`src/rtl/fpu_arb_pkg.sv`:
```
// -----------------------------------------------------------------------------
// fpu_arb_pkg
// Shared definitions for the FPU arbiter: fixed-point unit opcodes, the
// arbiter FSM state encoding, and the index-width helper used to size the
// requester index and the round-robin pointer.
// -----------------------------------------------------------------------------
package fpu_arb_pkg;

   localparam logic [1:0] OP_ADD  = 2'b00;
   localparam logic [1:0] OP_SUB  = 2'b01;
   localparam logic [1:0] OP_MUL  = 2'b10;
   localparam logic [1:0] OP_SQRT = 2'b11;

   typedef enum logic [1:0] {
      ST_IDLE  = 2'd0,
      ST_ISSUE = 2'd1,
      ST_WAIT  = 2'd2,
      ST_RESP  = 2'd3
   } state_e;

   // Bits needed to hold an index 0..n-1, never less than one bit.
   function automatic int clog2(input int n);
      int w;
      w = 0;
      for (int i = 0; i < 31; i++) begin
         if ((1 << w) < n) w++;
      end
      return (w < 1) ? 1 : w;
   endfunction

endpackage

```
`src/rtl/rr_arbiter.sv`:
```
// -----------------------------------------------------------------------------
// rr_arbiter
// Purely combinational round-robin grant. The search starts at (ptr + 1) mod
// NUM_REQ and the first set request bit wins. The pointer register is owned by
// the instantiating block.
//
// Ports:
//   req    in  NUM_REQ  request vector
//   ptr    in  IDX_W    index granted last time
//   grant  out NUM_REQ  one-hot grant (all zero when no request)
//   index  out IDX_W    binary index of the granted requester
// -----------------------------------------------------------------------------
module rr_arbiter
   import fpu_arb_pkg::*;
#(
   parameter int NUM_REQ = 4,
   localparam int IDX_W  = clog2(NUM_REQ)
) (
   input  logic [NUM_REQ-1:0] req,
   input  logic [IDX_W-1:0]   ptr,
   output logic [NUM_REQ-1:0] grant,
   output logic [IDX_W-1:0]   index
);

   logic [IDX_W-1:0] cand;
   logic             found;

   // NOTE: every variable written in this block gets a value before any
   // conditional logic, so no path leaves it unassigned and no latch is inferred.
   always_comb begin
      grant = '0;
      index = '0;
      cand  = '0;
      found = 1'b0;
      for (int off = 1; off <= NUM_REQ; off++) begin
         cand = IDX_W'((int'(ptr) + off) % NUM_REQ);
         if (!found && req[cand]) begin
            found       = 1'b1;
            grant[cand] = 1'b1;
            index       = cand;
         end
      end
   end

endmodule

```
`src/rtl/fpu_arbiter.sv`:
```
// -----------------------------------------------------------------------------
// fpu_arbiter
// Shares one fixed-point unit between NUM_REQ requesters. Requests are granted
// round-robin in IDLE, operands are registered and held on the FPU inputs,
// the result is captured when the FPU raises ready, and it is returned with a
// one-cycle one-hot strobe to the requester that issued it.
//
// Optional feature (macro FPU_ARB_TIMEOUT_EN): a WAIT watchdog that returns an
// error response with result 0 after TIMEOUT WAIT cycles without fpu_ready.
// Without the macro WAIT lasts until fpu_ready and rsp_error stays 0.
//
// Ports:
//   clk, reset                        rising-edge clock, async active-high reset
//   req_valid/req_ready     NUM_REQ   request handshake (ready at most one-hot)
//   req_operand_1/_2  NUM_REQ*WIDTH   packed operands, requester i at [i*WIDTH +: WIDTH]
//   req_operation     NUM_REQ*2       packed opcodes
//   rsp_valid               NUM_REQ   one-hot one-cycle response strobe
//   rsp_result/rsp_error              response data, valid with rsp_valid
//   fpu_operand_1/_2, fpu_operation   held FPU inputs
//   fpu_result, fpu_ready             FPU result and result-valid level
// -----------------------------------------------------------------------------
module fpu_arbiter
   import fpu_arb_pkg::*;
#(
   parameter int NUM_REQ = 4,
   parameter int WIDTH   = 32,
   parameter int TIMEOUT = 64
) (
   input  logic                       clk,
   input  logic                       reset,
   input  logic [NUM_REQ-1:0]         req_valid,
   output logic [NUM_REQ-1:0]         req_ready,
   input  logic [NUM_REQ*WIDTH-1:0]   req_operand_1,
   input  logic [NUM_REQ*WIDTH-1:0]   req_operand_2,
   input  logic [NUM_REQ*2-1:0]       req_operation,
   output logic [NUM_REQ-1:0]         rsp_valid,
   output logic [WIDTH-1:0]           rsp_result,
   output logic                       rsp_error,
   output logic [WIDTH-1:0]           fpu_operand_1,
   output logic [WIDTH-1:0]           fpu_operand_2,
   output logic [1:0]                 fpu_operation,
   input  logic [WIDTH-1:0]           fpu_result,
   input  logic                       fpu_ready
);

   localparam int IDX_W = clog2(NUM_REQ);

   if (NUM_REQ < 2 || NUM_REQ > 8 || TIMEOUT < 1) begin : g_bad_param
      $error("fpu_arbiter: NUM_REQ must be 2..8 and TIMEOUT at least 1");
   end

   state_e           state, state_next;
   logic [IDX_W-1:0] ptr, idx;
   logic [WIDTH-1:0] op1_q, op2_q, result_q;
   logic [1:0]       opc_q;
   logic             error_q;

   logic [NUM_REQ-1:0] grant;
   logic [IDX_W-1:0]   grant_idx;
   logic               accept, capture, timeout;

   rr_arbiter #(.NUM_REQ(NUM_REQ)) u_rr (
      .req   (req_valid),
      .ptr   (ptr),
      .grant (grant),
      .index (grant_idx)
   );

`ifdef FPU_ARB_TIMEOUT_EN
   localparam int CNT_W = clog2(TIMEOUT);
   localparam logic [CNT_W-1:0] CNT_LAST = CNT_W'(TIMEOUT - 1);

   logic [CNT_W-1:0] wait_cnt;

   // Cleared during ISSUE so it reads 0 in the first WAIT cycle; it saturates
   // at the last count, which is the WAIT cycle that gives up.
   always_ff @(posedge clk or posedge reset) begin
      if (reset)                                       wait_cnt <= '0;
      else if (state == ST_ISSUE)                      wait_cnt <= '0;
      else if (state == ST_WAIT && wait_cnt != CNT_LAST) wait_cnt <= wait_cnt + 1'b1;
   end

   assign timeout = (state == ST_WAIT) && !fpu_ready && (wait_cnt == CNT_LAST);
`else
   assign timeout = 1'b0;
`endif

   // fpu_ready is only trusted in WAIT; during ISSUE it still reflects the
   // previous opcode.
   assign capture = (state == ST_WAIT) && fpu_ready;

   // NOTE: sequential state uses non-blocking assignments so every register
   // samples pre-edge values regardless of statement order.
   always_ff @(posedge clk or posedge reset) begin
      if (reset) state <= ST_IDLE;
      else       state <= state_next;
   end

   always_comb begin
      state_next = state;
      accept     = 1'b0;
      req_ready  = '0;
      rsp_valid  = '0;
      rsp_result = '0;
      rsp_error  = 1'b0;
      unique case (state)
         ST_IDLE: begin
            // Gated by reset so req_ready reads 0 while reset is held.
            if (!reset) req_ready = grant;
            if (|req_valid) begin
               accept     = 1'b1;
               state_next = ST_ISSUE;
            end
         end
         ST_ISSUE: state_next = ST_WAIT;
         ST_WAIT: begin
            if (capture || timeout) state_next = ST_RESP;
         end
         ST_RESP: begin
            rsp_valid  = NUM_REQ'(1) << idx;
            rsp_result = result_q;
            rsp_error  = error_q;
            state_next = ST_IDLE;
         end
         default: state_next = ST_IDLE;
      endcase
   end

   // Operand/opcode registers drive the FPU directly and change only on
   // accept, so the FPU sees stable inputs from ISSUE through the next IDLE.
   // NOTE: the datapath registers are reset as well, because the FPU inputs
   // and response outputs must read 0/ADD immediately on reset.
   always_ff @(posedge clk or posedge reset) begin
      if (reset) begin
         op1_q    <= '0;
         op2_q    <= '0;
         opc_q    <= OP_ADD;
         idx      <= '0;
         ptr      <= IDX_W'(NUM_REQ - 1);
         result_q <= '0;
         error_q  <= 1'b0;
      end else begin
         if (accept) begin
            op1_q <= req_operand_1[grant_idx*WIDTH +: WIDTH];
            op2_q <= req_operand_2[grant_idx*WIDTH +: WIDTH];
            opc_q <= req_operation[grant_idx*2 +: 2];
            idx   <= grant_idx;
         end
         if (capture) begin
            result_q <= fpu_result;
            error_q  <= 1'b0;
         end else if (timeout) begin
            result_q <= '0;
            error_q  <= 1'b1;
         end
         if (state == ST_RESP) ptr <= idx;
      end
   end

   assign fpu_operand_1 = op1_q;
   assign fpu_operand_2 = op2_q;
   assign fpu_operation = opc_q;

endmodule

```
`config.mk`:
```
export PLATFORM = sky130hd
export DESIGN_NAME = fpu_arbiter
export DESIGN_NICKNAME = d
export VERILOG_FILES = /design/src/rtl/fpu_arb_pkg.sv /design/src/rtl/rr_arbiter.sv /design/src/rtl/fpu_arbiter.sv
export SDC_FILE = /design/constraint.sdc
export NUM_CORES = 1
export LEC_CHECK = 0
export CORE_AREA = 2 2 161 163
export CTS_CLUSTER_DIAMETER = 50
export DETAILED_ROUTE_END_ITERATION = 12
export DIE_AREA = 0 0 163 165
export SLEW_MARGIN = 20
export SYNTH_ARGS = -nofsm -noshare
export SYNTH_HDL_FRONTEND = slang
export SYNTH_HIERARCHICAL = 1
export SYNTH_SLANG_ARGS = --single-unit
```
`constraint.sdc`:
```
create_clock -name clk -period 4.35 [get_ports clk]
set_input_delay 0.87 -clock clk [delete_from_list [all_inputs] [get_ports clk]]
set_output_delay 0.87 -clock clk [all_outputs]
set_load 0.02 [all_outputs]
```
==> results.json, run 1 <==
{
  "outcome": "finished clean",
  "grt_pass1_vias": 5439,
  "first_iter_violations": 187,
  "syn_nets": 737,
  "cts_resized": 0,
  "cts.path.max_buffers": 2,
  "die_w_microns": 163,
  "areaGrowthSynthToFinish_pct": 73.5,
  "cap_violations": 0,
  "crit_buf_inv": 2,
  "critPathCapture": "req_ready[3]",
  "cts_sinks": 104,
  "finalHoldViolCount": 0,
  "hp-class": "reg2reg",
  "yosysSeqAreaShare": 0.406,
  "wl_per_cell_microns": 20.9,
  "drt-total-wl_microns": 24200,
  "initial_utilization": 0.256,
  "power_mw": 8.29,
  "switching_share": 0.380,
  "syn_inst": 422,
  "skew_ps": 12.5,
  "cts_buffers": 9,
  "antenna_left": 0,
  "slew-limit-headroom": 0.457,
  "portBuffers": 408,
  "power_density_nw_per_um2": 744,
  "worstReg2RegStart": "ptr[0]$_DFFE_PP1P_",
  "postCtsSetupBuffers": 0,
  "grt_pass1_wl_microns": 34400,
  "setup_viol": 0,
  "cts-root-buf": "clkbuf_16",
  "rows": 58,
  "gp_congestion": 0.791,
  "reg2reg_depth": 8,
  "coreArea_sq_um": 25000,
  "fin_cells": 1157,
  "dpl.hpwl_microns": 19400,
  "synth_top_area_share": 0.398,
  "synth_largest_area_cell": "dfrtp_1",
  "grt.overflow.total": 0,
  "p_seq_frac": 0.218,
  "synth_edf_count": 0,
  "endpoint_kind": "output port",
  "syn_area_per_cell_sq_um": 15.2,
  "ioPinCount": 410,
  "track_usage": 0.174,
  "ys_ff_latch": 104,
  "rsz0062_at_grt": "false",
  "cpMostUsedCell": "clkdlybuf4s50_1",
  "p_int_mw": 5.14,
  "critPathArrivalTime_ps": 3270,
  "die_area_sq_um": 26900,
  "postLayoutCoreUtil": 0.445,
  "synthFlopType": "dfrtp_1",
  "slowest_delay_ps": 700,
  "synth_area_sq_um": 6420,
  "path_class": "in2out",
  "async_flop_share": 1.00,
  "crit_fanout": 10,
  "drcViolationCount": 0,
  "period_minus_slack_ps": 4140,
  "clk_latency_ps": 360,
  "r2r_slack_ps": 710,
  "synth_area_leaders": "dfrtp_1 40%, mux4_2 24%, mux2_2 15%, mux2_4 4.7%, and2_1 3.5%",
  "via_per_inst": 4.58,
  "period_share": 0.952,
  "dr.pass1.iters": 4,
  "crit_required_ps": 3480,
  "synth_warnings": 6,
  "r2r_end": "fpu_operand_2[5]$_DFFE_PP0P_",
  "via_count": 5303,
  "cts_tree": "done",
  "setup_tns_ps": 0,
  "synth.distinct_cells": 41,
  "start_kind": "input pin",
  "power_frac_comb": 0.683,
  "num-nets-final": 1136,
  "ir_drop_uv": 518,
  "path_cells": "clkdlybuf4s50_1 > and3b_1 > a21oi_1 > o41ai_2 > a221o_1 > and2_1 > clkdlybuf4s50_1",
  "max_freq_mhz": 241,
  "cp.depth": 7,
  "crit_family": "buffers and inverters",
  "fillers": 2361,
  "whs_ps": 501,
  "layout-drive-gt1-share": 0.259,
  "p_clk_frac": 0.099,
  "fp.dieH_microns": 165,
  "worst_pin_slew_ps": 814,
  "crit_path_start": "req_valid[3]",
  "p_leak_nw": 4.37,
  "cts_max_level": 3,
  "grt_max_degree": 81,
  "cp_slowest_cell": "clkdlybuf4s50_1",
  "finalMaxSlewViolations": 0,
  "placed_cells": 1140,
  "antenna_found_initial": 1,
  "cts_hold_buf": 0,
  "path_clk_slew_ps": 70,
  "p_sw_mw": 3.15
}
## logic make-up after synthesis
kind of cell | after synthesis | share of synthesized area
other | 1 | 0.000584
AO/OA/AOI/OAI | 26 | 0.0331
buffers and inverters | 42 | 0.0446
adder cells (fa/ha/maj) | 12 | 0.0234
flip-flops | 104 | 0.406
AND/OR/NAND/NOR | 66 | 0.0612
multiplexers | 171 | 0.431
## how the worst min path moves through the flow
| stage | startpoint | endpoint | slack, ps | cells past startpoint |
|---|---|---|---|---|
| finish | result_q[15]$_DFFE_PP0P_ | result_q[15]$_DFFE_PP0P_ | 500 | 1 |
| global route | fpu_operand_1[11]$_DFFE_PP0P_ | fpu_operand_1[11]$_DFFE_PP0P_ | 520 | 1 |
| CTS | result_q[15]$_DFFE_PP0P_ | result_q[15]$_DFFE_PP0P_ | 500 | 1 |
| detailed placement | result_q[8]$_DFFE_PP0P_ | result_q[8]$_DFFE_PP0P_ | 490 | 1 |
| global placement | result_q[6]$_DFFE_PP0P_ | result_q[6]$_DFFE_PP0P_ | 480 | 1 |
| floorplan | result_q[24]$_DFFE_PP0P_ | result_q[24]$_DFFE_PP0P_ | 470 | 1 |
## power by group through the flow
stage                     sequential [mW]  combinational (mW)  clock [mW]
after floorplan                      2.13                3.56           0
after global placement               1.80                5.73           0
after detailed placement             1.81                5.76           0
after CTS                            1.81                5.76       0.863
after global routing                 1.88                6.04       0.903
final                                1.81                5.66       0.819
## worst reg2reg max path: cells and delay by family (launching register included)
kind,cells,cell delay [ps]
buffers and inverters,2,510
adder cells (fa/ha/maj),1,430
multiplexers,3,1270
flip-flops,1,760
AO/OA/AOI/OAI,2,570
## cells in the mapped netlist (2+ instances only)
cell type,n
nor3b_1,2
nand2_1,12
a2bb2oi_1,2
nor2b_1,2
dfrtp_1,102
clkbuf_1,10
and2_1,36
mux4_2,68
a221o_1,4
dfstp_2,2
ha_1,12
mux2_4,20
buf_4,2
buf_12,4
a21oi_1,3
buf_2,9
buf_6,6
o21ai_1,6
and3b_1,3
inv_1,7
nor2_1,4
buf_1,3
o21ai_0,3
mux2_2,83
## registers in the layout (all words and copies together), names as in the netlist
| signal | count |
|---|---|
| result_q | 32 |
| state | 2 |
| fpu_operation | 2 |
| fpu_operand_1 | 32 |
| fpu_operand_2 | 32 |
| idx | 2 |
| ptr | 2 |
## cell usage in the layout, fill, tap and decap left out, types with 4 or more instances in the layout
cell	synthesis	final
clkdlybuf4s50_1	0	408
dfrtp_1	102	102
mux2_2	83	83
mux4_2	68	68
and2_1	36	36
mux2_4	20	20
nand2_1	12	12
ha_1	12	12
buf_4	2	10
clkbuf_16	0	9
inv_1	7	6
o21ai_1	6	6
nor2_1	4	4
buf_12	4	4
a221o_1	4	4
## layer usage
| layer | track usage | vias up | part of all wire |
|---|---|---|---|
| met2 | 0.297 | 231 | 0.51 |
| met1 | 0.217 | 2649 | 0.40 |
| met5 | 0 | - | 0 |
| li1 | - | 2405 | - |
| met3 | 0.0497 | 18 | 0.079 |
| met4 | 0.0442 | 0 | 0.016 |
## through the flow
stage          instance area (sq um)  worst slack [ps]
5_1_grt                        11100              34.0
3_3_place_gp                   10800               283
6_report                       11100               208
2_1_floorplan                   6420               751
3_5_place_dp                   10800               225
4_1_cts                        11100               221
## area by class of cell
| cell class | instances | area [sq um] | area share |
|---|---|---|---|
| clock inverter | 6 | 50.0 | 0.00449 |
| sequential | 104 | 2610 | 0.234 |
| timing repair buffer | 422 | 4240 | 0.381 |
| clock buffer | 10 | 239 | 0.0215 |
| multi-input combinational | 276 | 3550 | 0.319 |
| antenna | 1 | 2.50 | 0.000225 |
| inverter | 8 | 35.0 | 0.00315 |
| tap | 330 | 413 | 0.0371 |
No activity file was read; power rests on OpenSTA's default activity.
==> run 2, diff against run 1 <==
--- a/config.mk
+++ b/config.mk
@@ -6,7 +6,6 @@
 export NUM_CORES = 1
 export LEC_CHECK = 0
 export CORE_AREA = 2 2 161 163
-export CTS_CLUSTER_DIAMETER = 50
 export DETAILED_ROUTE_END_ITERATION = 12
 export DIE_AREA = 0 0 163 165
 export SLEW_MARGIN = 20
==> results of run 2 <==
Final layout, timing and power as in run 1 (identical DEF).
